==> src/rtl/sram_rd_arbiter.sv <==
// Round-robin / fixed-priority read-port arbiter for the shared SRAM read path.
// Ports: clk, rst (sync, active-high), select, next, mode, quota -> port_valid, port, grant, round_done.
module sram_rd_arbiter #(
  parameter int PORTS   = 16,
  parameter int PW      = $clog2(PORTS),
  parameter int QUOTA_W = 4
) (
  input  logic               clk,
  input  logic               rst,
  input  logic [PORTS-1:0]   select,
  input  logic               next,
  input  logic               mode,
  input  logic [QUOTA_W-1:0] quota,
  output logic               port_valid,
  output logic [PW-1:0]      port,
  output logic [PORTS-1:0]   grant,
  output logic               round_done
);

  typedef enum logic {
    IDLE,
    GRANT
  } state_t;

  state_t             state;
  logic [PW-1:0]      ptr;
  logic [QUOTA_W-1:0] cnt;

  logic [PW-1:0]      nptr;
  logic [PW-1:0]      s;
  logic [PW:0]        hit;
  logic [PW-1:0]      hit_idx;
  logic [PORTS-1:0]   onehot;
  logic [QUOTA_W-1:0] qlim;
  logic               hold;

  // First set bit at or above s, wrapping modulo PORTS.
  // Scanning downward lets the lowest offset overwrite.
  // Result: {found, index}.
  function automatic logic [PW:0] search(
    input logic [PORTS-1:0] req,
    input logic [PW-1:0]    start
  );
    logic [PW:0]   r;
    logic [PW-1:0] ix;
    int            idx;
    r = '0;
    for (int i = PORTS - 1; i >= 0; i--) begin
      idx = int'(start) + i;
      if (idx >= PORTS) idx = idx - PORTS;
      ix = PW'(idx);
      if (req[ix]) r = {1'b1, ix};
    end
    return r;
  endfunction

  always_comb begin
    nptr = (port == PW'(PORTS - 1)) ? '0 : port + 1'b1;
    // A consumed read searches past the current port;
    // idle and withdrawal searches start at ptr.
    if (mode)
      s = '0;
    else if (state == GRANT && next)
      s = nptr;
    else
      s = ptr;
    hit     = search(select, s);
    hit_idx = hit[PW-1:0];
    onehot  = '0;
    onehot[hit_idx] = 1'b1;
    qlim = (quota == '0) ? QUOTA_W'(1) : quota;
    hold = (({1'b0, cnt} + 1'b1) < {1'b0, qlim}) && select[port];
  end

  always_ff @(posedge clk) begin
    if (rst) begin
      state      <= IDLE;
      port_valid <= 1'b0;
      port       <= '0;
      grant      <= '0;
      round_done <= 1'b0;
      ptr        <= '0;
      cnt        <= '0;
    end else begin
      round_done <= 1'b0;
      unique case (state)
        IDLE: begin
          if (hit[PW]) begin
            state      <= GRANT;
            port_valid <= 1'b1;
            port       <= hit_idx;
            grant      <= onehot;
            cnt        <= '0;
          end
        end
        GRANT: begin
          if (next) begin
            if (hold) begin
              cnt <= cnt + 1'b1;
            end else begin
              ptr <= nptr;
              cnt <= '0;
              if (hit[PW]) begin
                port  <= hit_idx;
                grant <= onehot;
                // Wrap (or sole-requester regrant) closes a round.
                if (!mode && hit_idx <= port)
                  round_done <= 1'b1;
              end else begin
                state      <= IDLE;
                port_valid <= 1'b0;
                grant      <= '0;
              end
            end
          end else if (!select[port]) begin
            // Withdrawn without consumption: ptr stays put.
            cnt <= '0;
            if (hit[PW]) begin
              port  <= hit_idx;
              grant <= onehot;
            end else begin
              state      <= IDLE;
              port_valid <= 1'b0;
              grant      <= '0;
            end
          end
        end
        default: begin
          state      <= IDLE;
          port_valid <= 1'b0;
          grant      <= '0;
        end
      endcase
    end
  end

endmodule

==> config.mk <==
export PLATFORM = sky130hd
export DESIGN_NAME = sram_rd_arbiter
export DESIGN_NICKNAME = d
export VERILOG_FILES = /design/src/rtl/sram_rd_arbiter.sv
export SDC_FILE = /design/constraint.sdc
export NUM_CORES = 1
export LEC_CHECK = 0
export BUFFER_PORTS_ARGS = -buffer_cell sky130_fd_sc_hd__buf_2
export CAP_MARGIN = 25
export CORE_ASPECT_RATIO = 0.9
export CORE_MARGIN = 3
export CORE_UTILIZATION = 25
export DETAILED_ROUTE_END_ITERATION = 16
export SLEW_MARGIN = 15
export SYNTH_ARGS = -nofsm -noshare
export SYNTH_HDL_FRONTEND = slang
export SYNTH_SLANG_ARGS = --single-unit
==> constraint.sdc <==
create_clock -name clk -period 10.45 [get_ports clk]
set_input_delay 0.5225 -clock clk [delete_from_list [all_inputs] [get_ports clk]]
set_output_delay 0.5225 -clock clk [all_outputs]
set_load 0.05 [all_outputs]
==> results.sh <==
export IMPL_gr_usage_all_layers_pct=14.3
export IMPL_crit_reg2reg_launch="port[0]"
export IMPL_power_per_cell_area_nw_per_um2=223
export IMPL_worst_ep_required_time_ps=10630
export IMPL_layout_area_seq_um2=621
export IMPL_cp_start_kind="register"
export IMPL_antenna_diode_count=0
export IMPL_yosys_register_bits=31
export IMPL_gpl_final_weighted_congestion=0.942
export IMPL_setup_viol=0
export IMPL_run_status="complete, no violations"
export IMPL_drv_max_cap_violation_count=0
export IMPL_cp_slowest_cell="dfxtp_1"
export IMPL_worstPathArrival_ps=6640
export IMPL_post_cts_resize_count=0
export IMPL_postRouteWirelength_um=13600
export IMPL_clock_skew_final_ps=2.98
export IMPL_synth_top_flop_cell="dfxtp_1"
export IMPL_detail_route_antenna_nets=0
export IMPL_synth_enable_flop_cells=0
export IMPL_post_route_drc_count=0
export IMPL_synth_avg_cell_area_um2=8.80
export IMPL_ir_worst_vdd_v=0.0000753
export IMPL_tritoncts_clock_tree="done"
export IMPL_max_freq_ghz=0.155
export IMPL_placed_cells=719
export IMPL_post_route_cells_drive_above_1_share_pct=26.7
export IMPL_timing_final_crit_period_ps=6460
export IMPL_horizontal_extent_of_the_die_um=144
export IMPL_drt_pass1_iterations=5
export IMPL_number_of_instances_in_the_synthesized_netlist=490
export IMPL_portBuffers=45
export IMPL_slew_viol_final=0
export IMPL_core_area_um2=16500
export IMPL_static_leakage_power_nw=1.93
export IMPL_layout_cells_most_common="nor2_1"
export IMPL_fin_nets=559
export IMPL_tightestPinTransition_ps=983
export IMPL_worst_setup_path_startpoint="port[0]"
export IMPL_grt_first_pass_wirelength_um=21600
export IMPL_clk_insertion_delay_late_ps=280
export IMPL_yosys_warnings=0
export IMPL_final_min_period_over_clock_period_pct=61.8
export IMPL_grt_pass1_vias=3759
export IMPL_pin_count_of_the_biggest_net_entering_global_routing=33
export IMPL_hpwlAfterDp_um=10500
export IMPL_initialDrtViolationCount=299
export IMPL_synth_distinct_cells=90
export IMPL_avgRoutedWirePerCell_um=18.7
export IMPL_holdCritStartpoint="grant[10]"
export IMPL_post_drt_via_cell_ratio=5.65
export IMPL_ys_seq_area_share_pct=14.4
export IMPL_async_reset_ff_share_pct=0
export IMPL_commonest_non_fill_non_tap_cells_in_the_layout="46 x nor2_1, 45 x buf_2, 44 x nand2_1"
export IMPL_crit_fanout=32
export IMPL_fillerInstances=1762
export IMPL_grt_ovfl_total=0
export IMPL_timing_critical_path_slowest_cell_delay_ps=690
export IMPL_critical_path_top_cell_by_count="ha_1"
export IMPL_finalWorstSetupSlack_ps=3990
export IMPL_grt_setup_unrepaired="no"
export IMPL_clockBufferDepth=2
export IMPL_cts_sinks=31
export IMPL_netlist_area_um2=4310
export IMPL_grt_antenna_before_repair=0
export IMPL_dpl_instance_area_um2=4690
export IMPL_timing_hold_violations_final=0
export IMPL_root_buffer_cell="clkbuf_16"
export IMPL_synthesis_nets=530
export IMPL_holdBufCountCts=0
export IMPL_clk_pin_slew_ps=50
export IMPL_setup_total_negative_slack_ps=0
export IMPL_floorplan_io_pins=46
export IMPL_end_kind="register"
export IMPL_detailedPlace_worstSlack_ps=4030
export IMPL_worst_hold_path_type="register to register"
export IMPL_total_number_of_h_tree_levels=2
export IMPL_finalHoldWorstSlack_ps=471
export IMPL_post_cts_buffers=0
export IMPL_final_cells=727
export IMPL_chain_of_cells_forming_the_critical_path="ha_1 > a31oi_4 > a22oi_4 > inv_4 > ha_1 > o221a_1 > nor2_1 > mux4_2 > or2_1 > and2_1 > nand3_1 > a31oi_1 > nor4_1 > a21oi_4 > ha_1 > nor2b_1 > o21ai_0 > nand2b_1 > a21oi_1 > a41oi_1 > nor4b_1"
export IMPL_max_slew_margin_pct=34.5
export IMPL_via_count=4108
export IMPL_design_die_area_um2=18900
export IMPL_fp_dieH_um=131
export IMPL_placementRows=44
export IMPL_multiInputGateArea_um2=3500
export IMPL_effective_utilization_at_floorplan_pct=26.1
export IMPL_r2r_setup_slack_ps=3990
export IMPL_critical_setup_path_kind="register to register"
export IMPL_areaGrowthSynthToFinish_pct=12.7
export IMPL_post_route_cell_area_um2=4860
export IMPL_cts_buffers=5
## critical path, delay by kind of cell, from the launching register on
kind                     cells  cell delay (ps)
flip-flops                   1              690
AO/OA/AOI/OAI                8             1480
multiplexers                 1              460
AND/OR/NAND/NOR              8             2330
adder cells (fa/ha/maj)      3             1070
buffers and inverters        1              300
## area by class of cell
| type | instances | area share, % |
|---|---|---|
| clock inverter | 2 | 0.721 |
| inverter | 18 | 1.44 |
| multi-input combinational | 416 | 72.0 |
| sequential | 31 | 12.8 |
| clock buffer | 6 | 2.86 |
| tap | 207 | 5.33 |
| timing repair buffer | 47 | 4.94 |
## registers in the layout (all words and copies together), names as in the netlist
| name | cells |
|---|---|
| grant | 16 |
| cnt | 4 |
| state | 1 |
| port | 4 |
| ptr | 4 |
| port_valid | 1 |
| round_done | 1 |
## metal layers
metal	global-route usage [%]	vias up	wire, um
li1	-	1945	-
met1	22.3	1927	6670
met2	20.3	221	5500
met3	3.49	15	1300
met4	2.03	0	154
met5	0	-	0
## cells in the mapped netlist (4+ instances only)
cell type	number	area [um2]
a211oi_1	11	82.6
a21oi_1	21	105
a22o_1	16	140
a22oi_1	4	30.0
a31oi_1	7	43.8
and2_1	5	31.3
and3_1	7	43.8
buf_2	9	45.0
buf_6	4	45.0
clkbuf_1	10	37.5
dfxtp_1	31	621
ha_1	16	200
inv_1	12	45.0
inv_2	5	18.8
mux2_1	4	45.0
mux2_2	14	158
mux2i_1	40	400
mux2i_2	5	68.8
mux4_2	15	338
nand2_1	44	165
nand2b_1	4	25.0
nand3_1	8	40.0
nand3b_1	5	37.5
nor2_1	46	173
nor2b_1	7	43.8
nor3_1	6	30.0
nor3_2	6	60.1
o21ai_0	11	55.1
o22ai_1	5	31.3
or3_1	4	25.0
xnor2_1	12	105
## through the flow
step,util [%],total power [W]
floorplan,-,0.000737
finish,29.4,0.00108
global route,29.4,0.00116
CTS,29.4,0.00107
global placement,28.4,0.000903
detailed placement,28.4,0.000897
## cells by family after synthesis
family | Yosys count | synth area share (%)
and+or+nand+nor | 171 | 21.7
AOI/OAI and AO/OA | 131 | 25.1
muxes | 83 | 26.0
buffers and inverters | 43 | 4.76
DFF | 31 | 14.4
adders and majority gates | 16 | 4.64
xor gates and xnor gates | 15 | 3.39
## where the power goes
group,switching [W],total [W],internal [W]
combinational,0.000469,0.000749,0.000280
clock,0.0000534,0.000172,0.000118
sequential,0.0000273,0.000164,0.000136
total,0.000550,0.00108,0.000535
## worst paths after layout
| kind | to | cells past startpoint |
|---|---|---|
| min | grant[10] | 1 |
| max reg2reg | round_done | 21 |
| min reg2reg | grant[10] | 1 |
| max | round_done | 21 |
(Power assumes the default switching activity.)
